File: config.mk
export PLATFORM = sky130hd
export DESIGN_NAME = tdc_mc_uart
export DESIGN_NICKNAME = d
export VERILOG_FILES = /design/src/rtl/tdc_pkg.sv /design/src/rtl/uart_tx_byte.sv /design/src/rtl/tdc_mc_uart.sv
export SDC_FILE = /design/constraint.sdc
export NUM_CORES = 1
export LEC_CHECK = 0
export ABC_AREA = 1
export BUFFER_PORTS_ARGS = -buffer_cell sky130_fd_sc_hd__buf_4
export CAP_MARGIN = 20
export CORE_MARGIN = 4
export CORE_UTILIZATION = 65
export CTS_CLUSTER_DIAMETER = 30
export DETAILED_ROUTE_END_ITERATION = 7
export GPL_ROUTABILITY_DRIVEN = 0
export PLACE_DENSITY = 0.82
export SLEW_MARGIN = 20
export SYNTH_ARGS = -nofsm -noshare
export SYNTH_HDL_FRONTEND = slang
export SYNTH_HIERARCHICAL = 1
export SYNTH_SLANG_ARGS = --single-unit
File: constraint.sdc
create_clock -name clk -period 8.4 [get_ports clk]
set_clock_uncertainty 0.05 [all_clocks]
set_input_delay 0.42 -clock clk [delete_from_list [all_inputs] [get_ports clk]]
set_output_delay 0.42 -clock clk [all_outputs]
set_load 0.005 [all_outputs]
File: src/rtl/tdc_pkg.sv
// Shared definitions for the multi-channel TDC with UART reporter.
//   state_e        : measurement FSM states
//   SYNC_BYTE_DEF  : default first byte of every result frame
//   byte_idx_w()   : width of a counter that walks 0..nbytes inclusive
package tdc_pkg;

    typedef enum logic [1:0] {
        IDLE    = 2'd0,
        MEASURE = 2'd1,
        SEND    = 2'd2
    } state_e;

    localparam logic [7:0] SYNC_BYTE_DEF = 8'hA5;

    // The frame sequencer must also represent "all bytes issued" (== nbytes).
    function automatic int byte_idx_w(input int nbytes);
        return (nbytes < 1) ? 1 : $clog2(nbytes + 1);
    endfunction

endpackage

File: src/rtl/uart_tx_byte.sv
// 8N1 UART byte transmitter.
//   clk, rst : clock, asynchronous active-high reset
//   data     : byte to send, taken when valid && ready
//   valid    : byte offered
//   ready    : idle, or in the final cycle of a stop bit (allows back-to-back bytes)
//   tx       : serial line, idles high, LSB first
module uart_tx_byte #(
    parameter int CLKS_PER_BIT = 16
) (
    input  logic       clk,
    input  logic       rst,
    input  logic [7:0] data,
    input  logic       valid,
    output logic       ready,
    output logic       tx
);

    localparam int CW = (CLKS_PER_BIT < 2) ? 1 : $clog2(CLKS_PER_BIT);

    logic          active_q, active_d;
    logic [CW-1:0] clk_cnt_q, clk_cnt_d;
    logic [3:0]    bit_idx_q, bit_idx_d;
    logic [8:0]    shift_q, shift_d;
    logic          tx_q, tx_d;
    logic          bit_end;

    assign bit_end = active_q && (clk_cnt_q == CW'(CLKS_PER_BIT - 1));
    // Ready in the last stop-bit cycle so the next start bit follows with no gap.
    assign ready   = !active_q || (bit_end && (bit_idx_q == 4'd9));
    assign tx      = tx_q;

    always_comb begin
        active_d  = active_q;
        clk_cnt_d = clk_cnt_q;
        bit_idx_d = bit_idx_q;
        shift_d   = shift_q;
        tx_d      = tx_q;
        if (active_q) begin
            clk_cnt_d = clk_cnt_q + 1'b1;
            if (bit_end) begin
                clk_cnt_d = '0;
                if (bit_idx_q == 4'd9) begin
                    active_d = 1'b0;
                    tx_d     = 1'b1;
                end else begin
                    // shift_q holds the remaining data bits with the stop bit on top
                    bit_idx_d = bit_idx_q + 1'b1;
                    tx_d      = shift_q[0];
                    shift_d   = {1'b1, shift_q[8:1]};
                end
            end
        end
        if (valid && ready) begin
            active_d  = 1'b1;
            clk_cnt_d = '0;
            bit_idx_d = '0;
            shift_d   = {1'b1, data};
            tx_d      = 1'b0;
        end
    end

    always_ff @(posedge clk or posedge rst) begin
        if (rst) begin
            active_q  <= 1'b0;
            clk_cnt_q <= '0;
            bit_idx_q <= '0;
            shift_q   <= '1;
            tx_q      <= 1'b1;
        end else begin
            active_q  <= active_d;
            clk_cnt_q <= clk_cnt_d;
            bit_idx_q <= bit_idx_d;
            shift_q   <= shift_d;
            tx_q      <= tx_d;
        end
    end

endmodule

File: src/rtl/tdc_mc_uart.sv
// Multi-channel time-to-digital converter with a UART result reporter.
// Timestamps the first rising edge of each stop input relative to the start
// edge, then sends SYNC, ts[0..CHANNELS-1] (MSB byte first), status over 8N1.
//   clk, rst : clock, asynchronous active-high reset
//   start    : asynchronous start pulse (rising edge significant)
//   stop     : asynchronous stop pulses, one per channel
//   uart_tx  : serial result frame
//   busy     : measurement or frame transmission in progress
//   overflow : last measurement ended on counter timeout
module tdc_mc_uart
    import tdc_pkg::*;
#(
    parameter int         CHANNELS     = 4,
    parameter int         CNT_W        = 16,
    parameter int         CLKS_PER_BIT = 16,
    parameter logic [7:0] SYNC_BYTE    = SYNC_BYTE_DEF
) (
    input  logic                clk,
    input  logic                rst,
    input  logic                start,
    input  logic [CHANNELS-1:0] stop,
    output logic                uart_tx,
    output logic                busy,
    output logic                overflow
);

    localparam int NB     = CNT_W / 8;
    localparam int NBYTES = 2 + CHANNELS * NB;
    localparam int IW     = byte_idx_w(NBYTES);

    // Synchroniser + edge detect; start shares the vector so latency matches.
    logic [CHANNELS:0] sync1_q, sync2_q, sync3_q;
    logic [CHANNELS:0] sync1_d, sync2_d, sync3_d;
    logic [CHANNELS:0] edges;
    logic              start_edge;
    logic [CHANNELS-1:0] stop_edge;

    state_e                         state_q, state_d;
    logic [CNT_W-1:0]               cnt_q, cnt_d;
    logic [CHANNELS-1:0]            hit_q, hit_d;
    logic [CHANNELS-1:0][CNT_W-1:0] ts_q, ts_d;
    logic                           ovf_q, ovf_d;
    logic                           busy_q, busy_d;
    logic [IW-1:0]                  idx_q, idx_d;

    logic [CHANNELS-1:0] cap, hit_new;
    logic                all_hit, timeout;
    logic                tx_valid, tx_ready;
    logic [7:0]          tx_data, status;

    assign sync1_d    = {stop, start};
    assign sync2_d    = sync1_q;
    assign sync3_d    = sync2_q;
    assign edges      = sync2_q & ~sync3_q;
    assign start_edge = edges[0];
    assign stop_edge  = edges[CHANNELS:1];

    assign cap     = stop_edge & ~hit_q;
    assign hit_new = hit_q | cap;
    assign all_hit = &hit_new;
    assign timeout = &cnt_q;

    // State register
    always_ff @(posedge clk or posedge rst) begin
        if (rst) state_q <= IDLE;
        else     state_q <= state_d;
    end

    // Next state
    always_comb begin
        state_d = state_q;
        case (state_q)
            IDLE:    if (start_edge) state_d = MEASURE;
            MEASURE: if (all_hit || timeout) state_d = SEND;
            SEND:    if ((idx_q == IW'(NBYTES)) && tx_ready) state_d = IDLE;
            default: state_d = IDLE;
        endcase
    end

    // FSM outputs
    always_comb begin
        busy_d   = (state_d != IDLE);
        tx_valid = (state_q == SEND) && (idx_q != IW'(NBYTES));
    end

    // Counter, capture registers, frame sequencer
    always_comb begin
        cnt_d = cnt_q;
        hit_d = hit_q;
        ts_d  = ts_q;
        ovf_d = ovf_q;
        idx_d = idx_q;
        case (state_q)
            IDLE: begin
                if (start_edge) begin
                    cnt_d = '0;
                    hit_d = '0;
                    ovf_d = 1'b0;
                    idx_d = '0;
                end
            end
            MEASURE: begin
                cnt_d = cnt_q + 1'b1;
                hit_d = hit_new;
                for (int i = 0; i < CHANNELS; i++) begin
                    if (cap[i]) ts_d[i] = cnt_q;
                end
                if (timeout && !all_hit) begin
                    ovf_d = 1'b1;
                    for (int i = 0; i < CHANNELS; i++) begin
                        if (!hit_new[i]) ts_d[i] = '1;
                    end
                end
            end
            SEND: begin
                if (tx_valid && tx_ready) idx_d = idx_q + 1'b1;
            end
            default: ;
        endcase
    end

    // Frame byte multiplexer
    always_comb begin
        status                 = '0;
        status[CHANNELS-1:0]   = hit_q;
        tx_data                = SYNC_BYTE;
        for (int k = 0; k < CHANNELS * NB; k++) begin
            if (idx_q == IW'(k + 1)) tx_data = ts_q[k / NB][(NB - 1 - (k % NB)) * 8 +: 8];
        end
        if (idx_q == IW'(NBYTES - 1)) tx_data = status;
    end

    always_ff @(posedge clk or posedge rst) begin
        if (rst) begin
            sync1_q <= '0;
            sync2_q <= '0;
            sync3_q <= '0;
            cnt_q   <= '0;
            hit_q   <= '0;
            ts_q    <= '0;
            ovf_q   <= 1'b0;
            busy_q  <= 1'b0;
            idx_q   <= '0;
        end else begin
            sync1_q <= sync1_d;
            sync2_q <= sync2_d;
            sync3_q <= sync3_d;
            cnt_q   <= cnt_d;
            hit_q   <= hit_d;
            ts_q    <= ts_d;
            ovf_q   <= ovf_d;
            busy_q  <= busy_d;
            idx_q   <= idx_d;
        end
    end

    uart_tx_byte #(.CLKS_PER_BIT(CLKS_PER_BIT)) u_tx (
        .clk   (clk),
        .rst   (rst),
        .data  (tx_data),
        .valid (tx_valid),
        .ready (tx_ready),
        .tx    (uart_tx)
    );

    assign busy     = busy_q;
    assign overflow = ovf_q;

endmodule

==> results of run 1 <==
## cells in the mapped netlist (2+ instances only)
cell      instances  area share [%]
ha_1              8             1.6
o31ai_1           2            0.24
buf_6             4            0.71
xor2_1            2            0.28
o211ai_1         34             4.0
o21ai_0          52             4.1
nor2_2            3            0.29
nand2_1         243              14
a21oi_1          17             1.3
o22ai_1           8            0.79
buf_2             8            0.63
inv_1           127             7.5
nand3_1          54             4.2
clkbuf_1         16            0.94
dfstp_2           9             3.7
dfrtp_1         116              46
or2_2             8            0.79
nand2_2           3            0.29
nand4_1          14             1.4
nand3_4           3            0.83
o21ai_1           2            0.16
nor2_4            2            0.35
nor2_1           59             3.5
nor3_1            8            0.63
nand3b_1          5            0.59
## worst register-to-register path, delay by kind of cell, from the launching register on
kind / cells / cell delay [ns]
flip-flops: 1 / 0.41
AND/OR/NAND/NOR: 13 / 1.99
buffers and inverters: 2 / 0.38
## metrics by stage
stage | utilization [%] | power, mW | instances | worst slack (ns) | hold WS [ns]
floorplan | - | 0.981 | 817 | 5.11 | 0.281
global placement | 68.8 | 1.05 | 927 | 5.41 | 0.284
detailed placement | 68.8 | 1.07 | 927 | 5.27 | 0.285
CTS | 75.6 | 1.79 | 965 | 5.21 | 0.299
global route | 76.1 | 1.88 | 968 | 5.33 | 0.308
finish | 76.1 | 1.79 | 968 | 5.50 | 0.298
## cells in the final DEF (no fill, tap or decap), drive strengths merged, types with 8 or more instances in the layout
| master | count |
|---|---|
| inv | 137 |
| nand4 | 14 |
| clkbuf | 18 |
| a21oi | 17 |
| o21ai | 54 |
| nor3 | 9 |
| dfrtp | 116 |
| nand3 | 57 |
| buf | 13 |
| nand2 | 246 |
| ha | 8 |
| nor2 | 64 |
| o211ai | 34 |
| o22ai | 8 |
| or2 | 9 |
| dfstp | 9 |
## area by class of cell
| cell class | instances | area (um^2) | area share (%) |
|---|---|---|---|
| Clock inverter | 14 | 149 | 2.09 |
| Tap cell | 129 | 161 | 2.26 |
| Multi-Input combinational cell | 534 | 2600 | 36.4 |
| Inverter | 129 | 487 | 6.82 |
| Clock buffer | 18 | 428 | 6.00 |
| Sequential cell | 125 | 3140 | 44.0 |
| Timing Repair Buffer | 19 | 173 | 2.42 |
## logic make-up after synthesis
| family | synth area share [%] |
|---|---|
| simple gates | 27.8 |
| xor+xnor | 0.275 |
| buf+inv | 10.0 |
| flops | 49.3 |
| fa+ha+maj | 1.57 |
| compound gates | 11.0 |
## per-layer routing
metal  part of all wire [%]  vias up  track usage, %
met3                    7.6       37            7.10
met4                    2.2        0            11.1
met2                     49      258            48.2
met1                     41     2653            39.1
met5                      0        -               0
li1                       -     2625               -
## power breakdown
| group | leakage [nW] | internal, mW | switching (mW) |
|---|---|---|---|
| Combinational | 1.66 | 0.109 | 0.207 |
| Sequential | 1.63 | 0.695 | 0.0644 |
| Clock | 0.280 | 0.413 | 0.304 |
## how the worst min path moves through the flow
stage	to	from	slack (ns)	cells past startpoint
after CTS	sync2_q[1]$_DFF_PP0_	sync1_q[1]$_DFF_PP0_	0.30	0
after global placement	sync2_q[4]$_DFF_PP0_	sync1_q[4]$_DFF_PP0_	0.28	0
final	sync2_q[1]$_DFF_PP0_	sync1_q[1]$_DFF_PP0_	0.30	0
after global routing	sync2_q[2]$_DFF_PP0_	sync1_q[2]$_DFF_PP0_	0.31	0
after floorplan	sync2_q[0]$_DFF_PP0_	sync1_q[0]$_DFF_PP0_	0.28	0
after detailed placement	sync2_q[1]$_DFF_PP0_	sync1_q[1]$_DFF_PP0_	0.28	0
## registers in the layout, summed over array words and instances, names as in the netlist
name / count
overflow: 1
u_tx/shift_q: 8
ts_q: 64
hit_q: 4
u_tx/clk_cnt_q: 4
u_tx/bit_idx_q: 4
idx_q: 4
sync2_q: 5
u_tx/active_q: 1
sync1_q: 5
u_tx/tx: 1
state_q: 2
busy: 1
cnt_q: 16
sync3_q: 5
==> flow_summary.yaml, run 1 <==
detailed_routing:
  drc: 0
  routed_wl_um: 15700
  drt_iter0_drc: 615
  first_pass_iters: 6
  vias_per_cell: 5.76
  wire_per_inst_um: 16.2
  vias: 5573
  ant_nets: 0
synthesis:
  syn-num-nets: 832
  ys_types: 35
  syn_avg_cell_area_um2: 7.79
  ys_ff_latch: 125
  synth_ff_type: "dfrtp_1"
  synth.cell_area_mm2: 0.00636
  yosys_warnings: 6
  ys_seq_area_share_pct: 49.3
  ys_async_sr_fraction_pct: 100
  synth_edf_count: 0
  synthCells: 817
clocking:
  post-cts-setup-buffers: 0
  path_clk_slew_ns: 0.06
  ctsHoldBuffers: 6
  cts_tree: "yes"
  cts.path.max_buffers: 2
  cts_buffers: 17
  insertion_delay_ns: 0.54
  clock-sinks: 125
  cts_resized: 0
  cts_max_level: 4
  cts_root_buffer: "clkbuf_8"
floorplan:
  pin_count: 10
  core_mm2: 0.00937
  initial_core_util_pct: 67.9
  die_w_um: 107
  die-area_mm2: 0.0114
  core.rowCount: 35
  die_h_um: 107
finish:
  final_nets: 841
  layout-drive-gt1-share_pct: 9.42
  final_area_mm2: 0.00713
  insertedDiodeCount: 0
  fill_cells: 689
  syn2layout_area_growth_pct: 12.1
critical_path:
  path_delay_family: "simple AND/OR/NAND/NOR gates"
  ff2ff_setup_slack_ns: 5.50
  crit_chain: "nor2_1, nand2_2, inv_1, nand2_1, nand2_1, nand3_1, nand3_1, nand2_1, nand2_1, nand2_1, nand2_1, inv_1, nand4_1, nand3_1, nand2_1"
  crit_type: "flop to flop"
  crit_slowest_cell: "nor2_1"
  cpPeakStageDelay_ns: 0.78
  crit_buf_inv: 2
  cp.depth: 15
  crit_path_end_kind: "flop"
  r2r-start: "idx_q[2]$_DFFE_PP0P_"
  crit_fanout: 15
  startpoint_type: "flop"
  crit_top_cell: "nand2_1"
  required_ns: 8.83
  crit_end: "u_tx/shift_q[0]$_DFFE_PP1P_"
  r2r-end: "u_tx/shift_q[0]$_DFFE_PP1P_"
  reg2reg_depth: 15
  cp.arrival_ns: 3.32
  cp-startpoint: "idx_q[2]$_DFFE_PP0P_"
grt:
  antenna_found_initial: 0
  track_usage_pct: 29.7
  grt_pass1_wl_um: 26500
  grt_overflow_total: 0
  grt_pass1_vias: 5473
  grt_max_degree: 78
sta:
  relSlewSlack_pct: 31.3
  hold_viol: 0
  layout_min_cycle_time_ns: 2.90
  drv_slew: 0
  tns_ns: 0
  rsz0062_at_grt: "false"
  setup_viol: 0
  worst_pin_slew_ns: 1.03
  final.period_utilization_pct: 34.5
  fmax_mhz: 345
power_and_ir_drop:
  p_per_area_mw_per_mm2: 251
  irDropWorstVdd_v: 0.000210
  p_leak_nw: 3.58
placed_design:
  port_buffers: 9
  dp_hpwl_um: 10300
  postPlaceCellArea_mm2: 0.00645
status:
  status: "complete, no violations"
worst_hold_path:
  hp-class: "flop to flop"
job:
  drv_cap: 0
Power figures use the tool's default switching activity.
==> inputs of run 2 (changes only) <==
--- a/config.mk
+++ b/config.mk
@@ -5,15 +5,15 @@
 export SDC_FILE = /design/constraint.sdc
 export NUM_CORES = 1
 export LEC_CHECK = 0
-export ABC_AREA = 1
+export ABC_AREA = 0
 export BUFFER_PORTS_ARGS = -buffer_cell sky130_fd_sc_hd__buf_4
 export CAP_MARGIN = 20
 export CORE_MARGIN = 4
-export CORE_UTILIZATION = 65
+export CORE_UTILIZATION = 63
 export CTS_CLUSTER_DIAMETER = 30
 export DETAILED_ROUTE_END_ITERATION = 7
 export GPL_ROUTABILITY_DRIVEN = 0
-export PLACE_DENSITY = 0.82
+export PLACE_DENSITY = 0.8
 export SLEW_MARGIN = 20
 export SYNTH_ARGS = -nofsm -noshare
 export SYNTH_HDL_FRONTEND = slang
==> constraint.sdc (replaced) <==
create_clock -name clk -period 3 [get_ports clk]
set_clock_uncertainty 0.05 [all_clocks]
set_input_delay 0.15 -clock clk [delete_from_list [all_inputs] [get_ports clk]]
set_output_delay 0.15 -clock clk [all_outputs]
set_load 0.005 [all_outputs]
==> flow_summary.yaml, run 2 <==
finish:
  top_regs: "ts_q (64), cnt_q (16), u_tx/shift_q (8)"
  largest_reg_flops: 64
  stdcell_count: 769
  final_nets: 642
  final_cell_mix: "116 x dfrtp_1, 111 x nand2_1, 72 x mux2i_1"
  insertedDiodeCount: 0
  top_register: "ts_q"
  layout-drive-gt1-share_pct: 13.1
  final_area_mm2: 0.00710
  final_common_cell: "dfrtp_1"
  syn2layout_area_growth_pct: 14.3
clocking:
  cts_resized: 0
  cts.path.max_buffers: 2
  insertion_delay_ns: 0.52
  cts_tree: "yes"
  cts_max_level: 4
  clock-sinks: 125
  post-cts-setup-buffers: 0
  path_clk_slew_ns: 0.06
  cts_buffers: 17
  ctsHoldBuffers: 6
  cts_root_buffer: "clkbuf_8"
grt:
  grt_use_met3_pct: 5.70
  grt_pass1_wl_um: 25800
  grt_overflow_total: 0
  antenna_found_initial: 0
  track_usage_pct: 29.4
  use_met2_pct: 46.6
  grt-busiest-layer: "met2"
  met1_usage_pct: 39.6
  grt_pass1_vias: 4953
  grt_max_degree: 50
detailed_routing:
  vias_per_cell: 6.49
  ant_nets: 0
  drc: 0
  routed_wl_um: 16000
  vias: 4993
  first_pass_iters: 7
  wire_per_inst_um: 20.7
  drt_iter0_drc: 493
critical_path:
  r2r-end: "u_tx/shift_q[2]$_DFFE_PP1P_"
  crit_type: "flop to flop"
  crit_top_cell: "nor2_1"
  crit_slowest_cell: "ha_1"
  required_ns: 3.40
  cp-startpoint: "idx_q[1]$_DFFE_PP0P_"
  reg2reg_depth: 9
  ff2ff_setup_slack_ns: 0.33
  crit_chain: "inv_1, ha_1, buf_4, nor4b_1, a211oi_1, a221oi_1, nor2_1, nor2_1, nor2_1"
  startpoint_type: "flop"
  crit_end: "u_tx/shift_q[2]$_DFFE_PP1P_"
  r2r-start: "idx_q[1]$_DFFE_PP0P_"
  cpPeakStageDelay_ns: 0.56
  crit_fanout: 15
  crit_path_end_kind: "flop"
  cp.arrival_ns: 3.07
worst_hold_path:
  hp-class: "input pin to flop"
synthesis:
  ys_seq_area_share_pct: 50.5
  yosys_warnings: 6
  synth.cell_area_mm2: 0.00621
  yosysMostFrequentCell: "dfrtp_1"
  synth_fa_ha_area_share_pct: 1.61
  synth_edf_count: 0
  synth_top_cell_by_area: "dfrtp_1"
  ys_top_cells_by_count: "116 x dfrtp_1, 111 x nand2_1, 72 x mux2i_1"
  syn-num-nets: 638
  synth-xor-area-share_pct: 0.141
  synth_top_family_by_area: "simple AND/OR/NAND/NOR gates"
  synth_ff_type: "dfrtp_1"
  ys_async_sr_fraction_pct: 100
  synth_mux_area_share_pct: 12.0
  ys_top_cells_by_area: "dfrtp_1 47%, mux2i_1 12%, nand2_1 6.7%"
  synth-compound-area-share_pct: 11.5
  ys_ff_latch: 125
  syn_avg_cell_area_um2: 9.97
  yosysTopAreaCellShare_pct: 46.7
  synth_simple_gate_area_share_pct: 19.5
  ys_types: 64
  synthCells: 623
sta:
  layout_setup_ws_ns: 0.326
  final.period_utilization_pct: 89.1
  fmax_mhz: 374
  tns_ns: 0
  layout_min_cycle_time_ns: 2.67
  worst_pin_slew_ns: 0.892
  rsz0062_at_grt: "false"
  hold_viol: 0
  relSlewSlack_pct: 40.4
  setup_viol: 0
  drv_slew: 0
power_and_ir_drop:
  p_total_mw: 5.46
  irDropWorstVdd_v: 0.000598
  p_leak_nw: 3.29
  p_per_area_mw_per_mm2: 769
placed_design:
  dp_hpwl_um: 9910
  pre_cts_ws_ns: 0.583
  postPlaceCellArea_mm2: 0.00638
  dpl.cell_count: 731
  port_buffers: 9
floorplan:
  die_h_um: 107
  pin_count: 10
  core.rowCount: 35
  die_w_um: 107
  die-area_mm2: 0.0115
  initial_core_util_pct: 66.0
  core_mm2: 0.00942
job:
  drv_cap: 0
status:
  status: "complete, no violations"
[run 2: cell types whose count changed after synthesis, moves of 9 or more]
cell / previous run / this run
inv_1: 127 / 16
o21ai_0: 52 / 24
nand2b_1: 0 / 12
nor2b_1: 0 / 9
mux2i_1: 0 / 72
nand3_1: 54 / 29
nor2_1: 59 / 40
nand4_1: 14 / 5
buf_2: 8 / 18
o211ai_1: 34 / 7
nand2_1: 243 / 111
[run 2: cell type report]
cell class	count	area (um^2)
clock buffer	19	422
clock inverter	13	238
fill	603	2310
inverter	16	63.8
multi-input combinational	434	2800
sequential	125	3140
tap	129	161
timing repair buffer	33	275
[run 2: cell families after synthesis]
kind of cell	count (synthesis)
AND/OR/NAND/NOR	247
XOR/XNOR	1
AO/OA/AOI/OAI	104
adder cells (fa/ha/maj)	8
multiplexers	74
buffers and inverters	64
flip-flops	125
[run 2: stage by stage]
step / hold slack (ns) / util (%)
floorplan: 0.0320 / -
global placement: 0.210 / 67.8
detailed placement: 0.211 / 67.8
CTS: 0.205 / 75.4
global route: 0.231 / 75.4
finish: 0.228 / 75.4
[run 2: routing by layer]
layer / up-vias / wire length [um]
met5: - / 0
met3: 55 / 1200
li1: 2201 / -
met4: 0 / 458
met1: 2466 / 6660
met2: 271 / 7640
[run 2: worst min-delay path by stage]
stage / startpoint / to / depth (start not counted)
5_1_grt: start / sync1_q[0]$_DFF_PP0_ / 2
4_1_cts: stop[2] / sync1_q[3]$_DFF_PP0_ / 2
3_5_place_dp: stop[0] / sync1_q[1]$_DFF_PP0_ / 1
2_1_floorplan: rst / u_tx/active_q$_DFF_PP0_ / 1
6_report: start / sync1_q[0]$_DFF_PP0_ / 2
3_3_place_gp: stop[1] / sync1_q[2]$_DFF_PP0_ / 1
[run 2: critical path: cells and delay by family (launching register included)]
family	cells	cell delay (ns)
buffers and inverters	2	0.40
adder cells (fa/ha/maj)	1	0.56
flip-flops	1	0.42
AND/OR/NAND/NOR	4	0.67
AO/OA/AOI/OAI	2	0.48
[run 2: power breakdown]
group | switching [mW] | total (mW) | internal, mW | leakage (nW)
sequential | 0.240 | 2.18 | 1.94 | 1.64
combinational | 0.582 | 0.996 | 0.414 | 1.34
clock | 0.763 | 2.29 | 1.52 | 0.309
